File: src/rtl/regfile_ctrl_pkg.sv
// Shared definitions for the regfile writeback path: widths, default buffer
// depth and the layout of one buffered port-B write.
package regfile_ctrl_pkg;

  localparam int DATA_W         = 32;
  localparam int REG_W          = 5;
  localparam int FIFO_DEPTH_DEF = 2;

  typedef struct packed {
    logic [REG_W-1:0]  addr;
    logic [DATA_W-1:0] data;
    logic              squashed;
  } wb_entry_t;

endpackage

File: src/rtl/regfile_write_arbiter_wb_fifo.sv
// Circular buffer of port-B writebacks. A younger port-A write can squash any
// buffered entry to the same register (including one pushed at the same edge)
// so the stale value is dropped when it reaches the head.
module wb_fifo
  import regfile_ctrl_pkg::*;
#(
  parameter int DEPTH  = FIFO_DEPTH_DEF,
  parameter int DATA_W = regfile_ctrl_pkg::DATA_W,
  localparam int PTR_W = $clog2(DEPTH)
) (
  input  logic              clock,
  input  logic              reset,
  input  logic              push,
  input  logic [REG_W-1:0]  push_reg,
  input  logic [DATA_W-1:0] push_data,
  input  logic              pop,
  input  logic              squash,
  input  logic [REG_W-1:0]  squash_reg,
  output logic [REG_W-1:0]  head_reg,
  output logic [DATA_W-1:0] head_data,
  output logic              head_squashed,
  output logic [PTR_W:0]    count,
  output logic [31:0]       mask
);

  logic [REG_W-1:0]  addr_q [DEPTH];
  logic [DATA_W-1:0] data_q [DEPTH];
  logic [DEPTH-1:0]  squashed_q;
  logic [DEPTH-1:0]  live;
  logic [PTR_W-1:0]  head_ptr;
  logic [PTR_W-1:0]  tail_ptr;

  // Pointers wrap naturally because DEPTH is a power of two.
  always_ff @(posedge clock) begin
    if (reset) begin
      head_ptr <= '0;
      tail_ptr <= '0;
      count    <= '0;
    end else begin
      if (push) tail_ptr <= tail_ptr + PTR_W'(1);
      if (pop)  head_ptr <= head_ptr + PTR_W'(1);
      case ({push, pop})
        2'b10:   count <= count + (PTR_W+1)'(1);
        2'b01:   count <= count - (PTR_W+1)'(1);
        default: ;
      endcase
    end
  end

  // Entry payload storage; liveness is tracked by the pointers, so no reset.
  always_ff @(posedge clock) begin
    if (push) begin
      addr_q[tail_ptr] <= push_reg;
      data_q[tail_ptr] <= push_data;
    end
  end

  // Squash flags: the later push assignment covers the same-edge collision.
  always_ff @(posedge clock) begin
    for (int i = 0; i < DEPTH; i++) begin
      if (squash && (addr_q[i] == squash_reg)) squashed_q[i] <= 1'b1;
    end
    if (push) squashed_q[tail_ptr] <= squash && (push_reg == squash_reg);
  end

  // Decode stall mask from live, non-squashed entries.
  always_comb begin
    mask = '0;
    live = '0;
    for (int i = 0; i < DEPTH; i++) begin
      live[i] = {1'b0, PTR_W'(PTR_W'(i) - head_ptr)} < count;
      if (live[i] && !squashed_q[i]) mask[addr_q[i]] = 1'b1;
    end
    mask[0] = 1'b0;
  end

  assign head_reg      = addr_q[head_ptr];
  assign head_data     = data_q[head_ptr];
  assign head_squashed = squashed_q[head_ptr];

endmodule

File: src/rtl/regfile_write_arbiter.sv
// Merges the ALU (port A, never stalled) and multdiv (port B, buffered)
// writebacks onto the single regfile write port. Port A always has priority;
// the buffer drains only in cycles where port A is not writing.
module regfile_write_arbiter
  import regfile_ctrl_pkg::*;
#(
  parameter int FIFO_DEPTH = FIFO_DEPTH_DEF,
  parameter int DATA_W     = regfile_ctrl_pkg::DATA_W
) (
  input  logic                        clock,
  input  logic                        ctrl_reset,
  input  logic                        a_valid,
  input  logic [4:0]                  a_reg,
  input  logic [DATA_W-1:0]           a_data,
  input  logic                        b_valid,
  output logic                        b_ready,
  input  logic [4:0]                  b_reg,
  input  logic [DATA_W-1:0]           b_data,
  output logic                        ctrl_writeEnable,
  output logic [4:0]                  ctrl_writeReg,
  output logic [DATA_W-1:0]           data_writeReg,
  output logic [31:0]                 pending_mask,
  output logic [$clog2(FIFO_DEPTH):0] fifo_count
);

  localparam int CNT_W = $clog2(FIFO_DEPTH) + 1;

  logic              a_accept;
  logic              b_accept;
  logic              push;
  logic              pop;
  logic [REG_W-1:0]  head_reg;
  logic [DATA_W-1:0] head_data;
  logic              head_squashed;

  logic              we_p1;
  logic [REG_W-1:0]  reg_p1;
  logic [DATA_W-1:0] data_p1;

  // Writes to r0 are architecturally dead, so they are neither issued nor squash anything.
  assign a_accept = !ctrl_reset && a_valid && (a_reg != '0);
  assign b_ready  = !ctrl_reset && (fifo_count < CNT_W'(FIFO_DEPTH));
  assign b_accept = b_valid && b_ready;
  assign push     = b_accept && (b_reg != '0);
  assign pop      = !ctrl_reset && !a_accept && (fifo_count != '0);

  wb_fifo #(
    .DEPTH (FIFO_DEPTH),
    .DATA_W(DATA_W)
  ) u_fifo (
    .clock        (clock),
    .reset        (ctrl_reset),
    .push         (push),
    .push_reg     (b_reg),
    .push_data    (b_data),
    .pop          (pop),
    .squash       (a_accept),
    .squash_reg   (a_reg),
    .head_reg     (head_reg),
    .head_data    (head_data),
    .head_squashed(head_squashed),
    .count        (fifo_count),
    .mask         (pending_mask)
  );

  // Output stage: one regfile write per cycle, port A first, then a live FIFO head.
  always_ff @(posedge clock) begin
    if (ctrl_reset) begin
      we_p1   <= 1'b0;
      reg_p1  <= '0;
      data_p1 <= '0;
    end else if (a_accept) begin
      we_p1   <= 1'b1;
      reg_p1  <= a_reg;
      data_p1 <= a_data;
    end else if (pop && !head_squashed) begin
      we_p1   <= 1'b1;
      reg_p1  <= head_reg;
      data_p1 <= head_data;
    end else begin
      we_p1   <= 1'b0;
    end
  end

  assign ctrl_writeEnable = we_p1;
  assign ctrl_writeReg    = reg_p1;
  assign data_writeReg    = data_p1;

endmodule

File: config.mk
export PLATFORM = sky130hd
export DESIGN_NAME = regfile_write_arbiter
export DESIGN_NICKNAME = d
export VERILOG_FILES = /design/src/rtl/regfile_ctrl_pkg.sv /design/src/rtl/regfile_write_arbiter_wb_fifo.sv /design/src/rtl/regfile_write_arbiter.sv
export SDC_FILE = /design/constraint.sdc
export NUM_CORES = 1
export LEC_CHECK = 0
export ABC_AREA = 1
export BUFFER_PORTS_ARGS = -buffer_cell sky130_fd_sc_hd__buf_2
export CORE_ASPECT_RATIO = 1.2
export CORE_MARGIN = 2
export CORE_UTILIZATION = 55
export CTS_CLUSTER_DIAMETER = 40
export DETAILED_ROUTE_END_ITERATION = 7
export PLACE_DENSITY = 0.83
export SETUP_SLACK_MARGIN = 0.1
export SLEW_MARGIN = 40
export SYNTH_ARGS = -nofsm -noshare
export SYNTH_HDL_FRONTEND = slang
export SYNTH_SLANG_ARGS = --single-unit
File: constraint.sdc
create_clock -name clock -period 3.99 [get_ports clock]
set_input_delay 0.1995 -clock clock [delete_from_list [all_inputs] [get_ports clock]]
set_output_delay 0.1995 -clock clock [all_outputs]
set_load 0.01 [all_outputs]
==> flow_summary.ini, run 1 <==
[synthesis]
synth_edf_count = 74
synthMostInstantiatedCell = nand2_1
ys_seq_elements = 119
syn_area_per_cell_sq_um = 9.05
yosysSeqAreaShare = 0.564
syn_nets = 691
yosysWarnings = 0
synth_area_sq_mm = 0.00554
ys_async_sr_fraction = 0
synth_cells = 612
yosys.area.top_type = edfxtp_1
synth_common_cells = nand2_1, edfxtp_1, nand3_1, inv_1, dfxtp_1
synth.area.top_cells = edfxtp_1, dfxtp_1, nand2_1
yosysUniqueCellTypes = 32
synth-main-ff-cell = edfxtp_1
synth_top_area_frac = 0.401

[min_path]
hold_path_end = u_fifo.data_q[1][21]
min_path_type = in -> reg
holdPathStages = 1
worstHoldStart = b_data[21]

[global_routing]
grt_pass1_vias = 4991
antenna_found_initial = 0
grt_overflow_total = 0
grt_pass1_wl_um = 23900
grt_start_max_net_pins = 76
grtUsageTotal = 0.288

[pwr]
power-per-cell-area_mw_per_mm2 = 534
ir_drop_mv = 0.405
p_sw_mw = 1.06
seqPwrFrac = 0.398
p_leak_nw = 3.27
power.internal_mw = 2.77
p_comb_frac = 0.187
p_clk_frac = 0.415
switching_share = 0.278

[sta]
tightest_slew_ns = 0.831
period_share = 0.587
max_clock_freq_mhz = 427
max_slew_margin = 0.446
setup_viol = 0
totalNegativeSetupSlack_ns = 0
rsz0062_at_grt = no
final_hold_viol_count = 0
maxSlewViolCount = 0
post-route-min-period_ns = 2.34
fin_skew_ns = 0.00907
worst_hold_slack_ns = 0.0140

[setup_path]
rrSetupSlack_ns = 1.73
arrival_ns = 2.14
rr_worst_depth = 4
start_kind = flop
required_ns = 3.79
r2r-start = u_fifo.count[1]
timing.rr.end = u_fifo.data_q[0][31]
crit_type = reg -> out
crit_fanout = 10
cp-end-kind = output port

[route]
wl_per_cell_um = 16.4
drc_errors = 0
num_vias = 5087
drt-total-wl_um = 15100
viasPerCell = 5.52
first_pass_iters = 5
drt_iter0_markers = 301
antenna_left = 0

[status]
status = completed

[placed_design]
globalplace.congestion = 0.963
dp_hpwl_um = 9890
io_buffers = 149

[floorplan]
die-height_um = 114
pin_count = 151
initial_core_util = 0.559
coreArea_sq_mm = 0.00991
die_w_um = 95.6
dieArea_sq_mm = 0.0109
rows = 40

[cells_and_area]
area_delta_synth_final_pct = 29.4
fin_nets = 861
fillers = 698
drive_gt1_frac = 0.245
n_antenna_cell = 0
utilization = 0.724

[cts]
post_cts_buffers = 0
cts_resized = 0
holdBufCountCts = 30
root_buffer = clkbuf_16
htree_levels = 4
cts.sinks = 119
clk_pin_slew_worst_paths_ns = 0.05
insertion_delay_ns = 0.41
numCtsBuffers = 17
cts_tree = yes
clockBufferDepth = 2

[flow_run]
drv_cap = 0
-- routing by layer --
layer | up-vias | GRT usage | share of wire
met2 | 317 | 0.493 | 0.52
met1 | 2328 | 0.320 | 0.36
met4 | 0 | 0.162 | 0.040
met5 | - | 0 | 0
met3 | 56 | 0.0740 | 0.081
li1 | 2386 | - | -
-- worst max path at each step --
| stage | startpoint | to | slack, ns | depth (start not counted) |
|---|---|---|---|---|
| finish | u_fifo.count[1] | pending_mask[1] | 1.65 | 5 |
| global route | u_fifo.count[1] | pending_mask[7] | 1.47 | 7 |
| floorplan | u_fifo.count[1] | u_fifo.addr_q[0][0] | 1.95 | 3 |
| detailed placement | a_reg[1] | u_fifo.count[1] | 1.71 | 12 |
| CTS | u_fifo.count[1] | pending_mask[1] | 1.75 | 5 |
| global placement | a_reg[1] | u_fifo.count[1] | 1.76 | 12 |
-- flip-flops by register name, summed over array words and instances, names as in the netlist, named ones only --
name / count
u_fifo.data_q: 64
u_fifo.addr_q: 10
ctrl_writeReg: 5
u_fifo.tail_ptr: 1
u_fifo.count: 2
u_fifo.head_ptr: 1
data_writeReg: 32
ctrl_writeEnable: 1
u_fifo.squashed_q: 2
-- cells in the final DEF, fill, tap and decap left out, drive strengths merged, types with 25 or more instances in the layout --
cell	count
buf	152
dfxtp	45
dlygate4sd3	30
edfxtp	74
inv	49
nand2	211
nand3	62
nor2	27
o211ai	25
o21ai	45
-- worst max-delay path, stage by stage, from the launching register on --
cell,delay (ns)
dfxtp_1,0.51
a21oi_1,0.13
nor2_4,0.26
nand3_1,0.33
o21ai_0,0.33
buf_2,0.18
-- cell families (layout without fill, tap and decap cells) --
group	after synthesis	after routing	share of synthesized area
other	1	1	0.000677
adders and majority gates	1	1	0.00226
DFF	119	119	0.564
AOI/OAI and AO/OA	75	75	0.0815
and+or+nand+nor	322	322	0.258
buffers and inverters	80	263	0.0714
xor gates and xnor gates	14	14	0.0221
-- cell type report --
cell class,instances,area [sq um],area share
Clock buffer,23,468,0.0652
Clock inverter,9,149,0.0208
Inverter,49,184,0.0256
Multi-Input combinational cell,413,2020,0.282
Sequential cell,119,3120,0.435
Tap cell,126,158,0.0220
Timing Repair Buffer,182,1070,0.149
-- power groups by stage --
| stage | clock network, mW | registers (mW) | logic (mW) |
|---|---|---|---|
| 6_report | 1.59 | 1.53 | 0.716 |
| 5_1_grt | 1.65 | 1.54 | 0.791 |
| 4_1_cts | 1.60 | 1.52 | 0.710 |
| 3_5_place_dp | 0 | 1.54 | 0.678 |
| 3_3_place_gp | 0 | 1.54 | 0.659 |
| 2_1_floorplan | 0 | 1.57 | 0.421 |
-- through the flow --
step,setup WS [ns],instances,power (mW),instance area (sq um)
5_1_grt,1.47,921,3.98,7170
2_1_floorplan,1.95,612,1.99,5540
3_3_place_gp,1.76,859,2.19,6250
6_report,1.65,921,3.83,7170
4_1_cts,1.75,921,3.83,7170
3_5_place_dp,1.71,859,2.22,6250
Note: power is estimated with default switching activity, not from simulation.
==> run 2: changes to the inputs <==
--- a/config.mk
+++ b/config.mk
@@ -5,14 +5,14 @@
 export SDC_FILE = /design/constraint.sdc
 export NUM_CORES = 1
 export LEC_CHECK = 0
-export ABC_AREA = 1
+export ABC_AREA = 0
 export BUFFER_PORTS_ARGS = -buffer_cell sky130_fd_sc_hd__buf_2
 export CORE_ASPECT_RATIO = 1.2
 export CORE_MARGIN = 2
-export CORE_UTILIZATION = 55
+export CORE_UTILIZATION = 47
 export CTS_CLUSTER_DIAMETER = 40
 export DETAILED_ROUTE_END_ITERATION = 7
-export PLACE_DENSITY = 0.83
+export PLACE_DENSITY = 0.77
 export SETUP_SLACK_MARGIN = 0.1
 export SLEW_MARGIN = 40
 export SYNTH_ARGS = -nofsm -noshare
==> constraint.sdc (replaced) <==
create_clock -name clock -period 2.1 [get_ports clock]
set_input_delay 0.105 -clock clock [delete_from_list [all_inputs] [get_ports clock]]
set_output_delay 0.105 -clock clock [all_outputs]
set_load 0.01 [all_outputs]
==> run 2 against run 1 <==
  * Clock power rose by 83%
  * Critical path type unchanged
  * Critical path depth unchanged
  * Clock-buffer cell count is 4 lower
  * Global-route usage down 4.5 points
  * Clock skew is 0.0030 ns lower
  * Register-to-register slack got worse by 1.5 ns
  * Worst setup slack worse by 1.6 ns
  * Largest cell class unchanged
  * Sequential share of layout area down 1.9 points
  * Critical endpoint is now pending_mask[8]
  * Power rose by 89%
  * Largest power group unchanged
  * Synthesized area fell by 7.7%
==> flow_summary.ini, run 2 <==
[cells_and_area]
multiInputGateArea_sq_mm = 0.00191
top_register = u_fifo.data_q
fin_cells = 769
drive_gt1_frac = 0.416
mostFrequentLayoutCell = buf_2
area_delta_synth_final_pct = 47.1
utilization = 0.712
largest_reg_flops = 64
fin_nets = 705
mostFrequentLayoutCells = buf_2, edfxtp_1, dlygate4sd3_1, dfxtp_1, mux2i_1
seq_area_sq_mm = 0.00313
fillers = 719

[sta]
totalNegativeSetupSlack_ns = 0
maxSlewViolCount = 0
post-route-min-period_ns = 2.02
period_share = 0.963
final_hold_viol_count = 0
setup_viol = 0
fin_skew_ns = 0.00608
rsz0062_at_grt = yes
max_clock_freq_mhz = 494

[floorplan]
dieArea_sq_mm = 0.0117
rows = 41
pin_count = 151
initial_core_util = 0.484
die_w_um = 99.2
coreArea_sq_mm = 0.0106
die-height_um = 118

[route]
viasPerCell = 5.62
drt_iter0_markers = 248
first_pass_iters = 5
drc_errors = 0
drt-total-wl_um = 14400
antenna_left = 0
num_vias = 4321
wl_per_cell_um = 18.8

[setup_path]
crit_path_start = u_fifo.head_ptr
start_kind = flop
rrSetupSlack_ns = 0.24
crit_type = reg -> out
crit_fanout = 7
arrival_ns = 1.92
r2r-start = u_fifo.count[1]
required_ns = 2.00
cp-end-kind = output port

[synthesis]
synth_common_cells = edfxtp_1, dfxtp_1, mux2i_1, nor3_1, o22ai_1
synth-main-ff-cell = edfxtp_1
yosysUniqueCellTypes = 42
ys_seq_elements = 119
synthMostInstantiatedCell = edfxtp_1
ys_async_sr_fraction = 0
synth_area_sq_mm = 0.00511
syn_nets = 470
synth_top_area_frac = 0.435
synth_edf_count = 74
yosys.area.top_type = edfxtp_1
synth_cells = 391
syn_area_per_cell_sq_um = 13.1
synth.area.top_cells = edfxtp_1, dfxtp_1, mux2i_1
yosysWarnings = 0
yosysSeqAreaShare = 0.611

[pwr]
power-per-cell-area_mw_per_mm2 = 964
p_leak_nw = 3.01
ir_drop_mv = 0.740

[cts]
clk_pin_slew_worst_paths_ns = 0.05
cts_tree = yes
insertion_delay_ns = 0.41
cts.sinks = 119
clockBufferDepth = 2
numCtsBuffers = 17
htree_levels = 4
root_buffer = clkbuf_16

[global_routing]
grtUsageTotal = 0.243
grt_pass1_vias = 4379
antenna_found_initial = 1
grt_start_max_net_pins = 45
grt_pass1_wl_um = 21900
grt_overflow_total = 0

[min_path]
min_path_type = in -> reg
worstHoldStart = a_reg[1]

[placed_design]
dp_cells = 653
io_buffers = 149
globalplace.congestion = 0.937
dp_hpwl_um = 8850

[flow_run]
drv_cap = 0

[status]
status = completed
[run 2: per-layer routing]
metal  up-vias  global-route usage  part of all wire
met5         -                   0                 0
met4         0               0.111             0.027
met3        37              0.0651             0.064
met2       193               0.442              0.54
met1      2099               0.257              0.37
li1       1992                   -                 -
[run 2: cells by family after synthesis]
group,synth area share
xor gates and xnor gates,0.0308
other,0.000734
buffers and inverters,0.0335
adders and majority gates,0.00245
AOI/OAI and AO/OA,0.127
DFF,0.611
and+or+nand+nor,0.0965
muxes,0.0984
[run 2: final timing paths]
path,to,depth (start not counted)
hold / removal,ctrl_writeReg[1],3
setup / recovery,pending_mask[8],5
setup reg to reg,data_writeReg[11],7
hold reg to reg,data_writeReg[8],1
[run 2: worst max-delay path, cell delays in order (launching register included)]
cell and delay (ns):
dfxtp_4 0.36, nand2b_4 0.15, a21oi_4 0.18, or3b_4 0.48, o22ai_2 0.18, buf_2 0.16
[run 2: repair_timing]
action                                  4_1_cts  5_1_grt
resized for setup                             9       10
endpoints found under the setup margin       31       31
setup buffers                                 1       13
hold buffers                                 69        0
hold endpoints to repair                    106        0
pin swaps                                     2       12
[run 2: where the power goes]
| part | internal (mW) | leakage [nW] | switching [mW] |
|---|---|---|---|
| logic | 0.710 | 1.68 | 0.759 |
| clock network | 1.88 | 0.277 | 1.03 |
| registers | 2.73 | 1.05 | 0.140 |
[run 2: layout make-up]
class,instances,area share
inverters,3,0.00150
repair buffers,247,0.227
diodes,1,0.000333
multi-input cells,238,0.254
clock buffers,19,0.0589
well taps,129,0.0215
flip-flops and latches,119,0.417
clock inverters,13,0.0206
[run 2: per-stage QoR]
step / hold slack, ns / total power [mW] / area (sq um) / worst slack (ns)
after detailed placement: 0.297 / 4.14 / 6040 / 0.110
final: 0.0531 / 7.25 / 7520 / 0.0770
after global placement: 0.294 / 4.07 / 5960 / 0.140
after floorplan: 0.204 / 3.68 / 5120 / -0.200
after global routing: 0.0651 / 7.50 / 7520 / 0.0421
after CTS: 0.00817 / 7.18 / 7360 / 0.0989
==> run 3: changes to the inputs <==
--- a/config.mk
+++ b/config.mk
@@ -8,7 +8,7 @@
 export ABC_AREA = 0
 export BUFFER_PORTS_ARGS = -buffer_cell sky130_fd_sc_hd__buf_2
 export CORE_ASPECT_RATIO = 1.2
-export CORE_MARGIN = 2
+export CORE_MARGIN = 3
 export CORE_UTILIZATION = 47
 export CTS_CLUSTER_DIAMETER = 40
 export DETAILED_ROUTE_END_ITERATION = 7
==> run 3 against run 2 <==
  * Highest routed layer unchanged
  * Critical path depth stayed put
  * Clock skew is 0.0020 ns higher
  * Global-route usage is 0.87 points lower
  * Wire length is 2.1% lower
==> flow_summary.ini, run 3 (same netlist as run 2, synthesis figures left out) <==
[cells_and_area]
fillers = 708
area_delta_synth_final_pct = 45.4
largest_reg_flops = 64
mostFrequentLayoutCell = buf_2
top_register = u_fifo.data_q
fin_cells = 764
post-route-cell-area_sq_mm = 0.00743
fin_nets = 700
mostFrequentLayoutCells = buf_2, edfxtp_1, dlygate4sd3_1, dfxtp_1, mux2i_1
drive_gt1_frac = 0.401

[route]
drc_errors = 0
antenna_left = 0
viasPerCell = 5.52
wl_per_cell_um = 18.5
first_pass_iters = 5
drt-total-wl_um = 14100
num_vias = 4216
drt_iter0_markers = 191

[min_path]
min_path_type = in -> reg

[pwr]
ir_drop_mv = 0.666
p_leak_nw = 2.97
power-per-cell-area_mw_per_mm2 = 941
finalPower_mw = 6.99

[sta]
worst_hold_slack_ns = 0.0531
fin_skew_ns = 0.00804
totalNegativeSetupSlack_ns = 0
final_hold_viol_count = 0
max_slew_margin = 0.522
max_clock_freq_mhz = 502
maxSlewViolCount = 0
post-route-min-period_ns = 1.99
tightest_slew_ns = 0.715
period_share = 0.949
rsz0062_at_grt = yes
setup_viol = 0

[status]
status = completed

[placed_design]
dp_hpwl_um = 8650
globalplace.congestion = 0.843
dp_cells = 651
io_buffers = 149
postPlaceCellArea_sq_mm = 0.00604

[setup_path]
crit_fanout = 7
arrival_ns = 1.89
cp-end-kind = output port
required_ns = 2.00
start_kind = flop
crit_type = reg -> out

[global_routing]
grt_overflow_total = 0
grt_start_max_net_pins = 70
grt_pass1_wl_um = 22000
antenna_found_initial = 1
grtUsageTotal = 0.234
grt_pass1_vias = 4355

[cts]
root_buffer = clkbuf_16
htree_levels = 4
clk_pin_slew_worst_paths_ns = 0.05
clockBufferDepth = 2
cts_tree = yes
numCtsBuffers = 17
cts.sinks = 119
insertion_delay_ns = 0.40

[floorplan]
pin_count = 151
coreArea_sq_mm = 0.0106
die_w_um = 101
dieArea_sq_mm = 0.0122
rows = 41
initial_core_util = 0.484
die-height_um = 120

[flow_run]
drv_cap = 0
-- run 3: changes by cell type in the layout (fill, tap and decap cells not counted), sizes merged --
cell / previous run / this run
clkinv: 4 / 6
clkbuf: 19 / 22
buf: 178 / 173
bufinv: 3 / 2
clkinvlp: 6 / 2
-- run 3: worst paths after layout --
| check | start | to | slack [ns] | cells past startpoint |
|---|---|---|---|---|
| worst max-delay path | u_fifo.head_ptr | pending_mask[12] | 0.11 | 5 |
| worst min-delay path | a_reg[1] | ctrl_writeReg[1] | 0.05 | 3 |
| worst max register to register | u_fifo.count[1] | data_writeReg[16] | 0.23 | 7 |
| worst min register to register | data_writeReg[31] | data_writeReg[31] | 0.48 | 1 |
-- run 3: metrics by stage --
stage                     utilization  setup slack [ns]
after floorplan                     -            -0.200
after global placement          0.567             0.138
after detailed placement        0.572            0.0877
after CTS                       0.691            0.0927
after global routing            0.703            0.0395
final                           0.703             0.107
-- run 3: cell type report --
| class | count | area (sq um) | area share |
|---|---|---|---|
| flip-flops and latches | 119 | 3130 | 0.421 |
| multi-input cells | 238 | 1890 | 0.254 |
| repair buffers | 242 | 1690 | 0.227 |
| clock buffers | 22 | 444 | 0.0598 |
| well taps | 129 | 161 | 0.0217 |
| clock inverters | 10 | 105 | 0.0141 |
| inverters | 3 | 11.3 | 0.00151 |
| diodes | 1 | 2.50 | 0.000337 |
-- run 3: power by group --
part / leakage (nW) / switching [mW] / internal [mW] / total, mW
clock: 0.267 / 0.954 / 1.73 / 2.68
sequential: 1.05 / 0.137 / 2.73 / 2.87
combinational: 1.65 / 0.739 / 0.704 / 1.44
total: 2.97 / 1.83 / 5.16 / 6.99
-- run 3: worst max-delay path, cell delays in order (launching register included) --
cell      delay, ns
dfxtp_4        0.35
nand2b_4       0.14
a21oi_4        0.19
or3b_4         0.47
o22ai_1        0.17
buf_2          0.16
-- run 3: timing repair --
| action | CTS | global route |
|---|---|---|
| endpoints found under the setup margin | 31 | 23 |
| endpoints found under the hold margin | 106 | 0 |
| gates resized for setup | 7 | 8 |
| hold buffers | 69 | 0 |
| pin swaps | 4 | 5 |
| setup buffers | 0 | 11 |
-- run 3: routing by layer --
metal	track usage	wire length (um)	vias up
met1	0.250	5270	2038
met4	0.103	359	0
met3	0.0560	772	33
met2	0.428	7720	159
met5	0	0	-
li1	-	-	1986
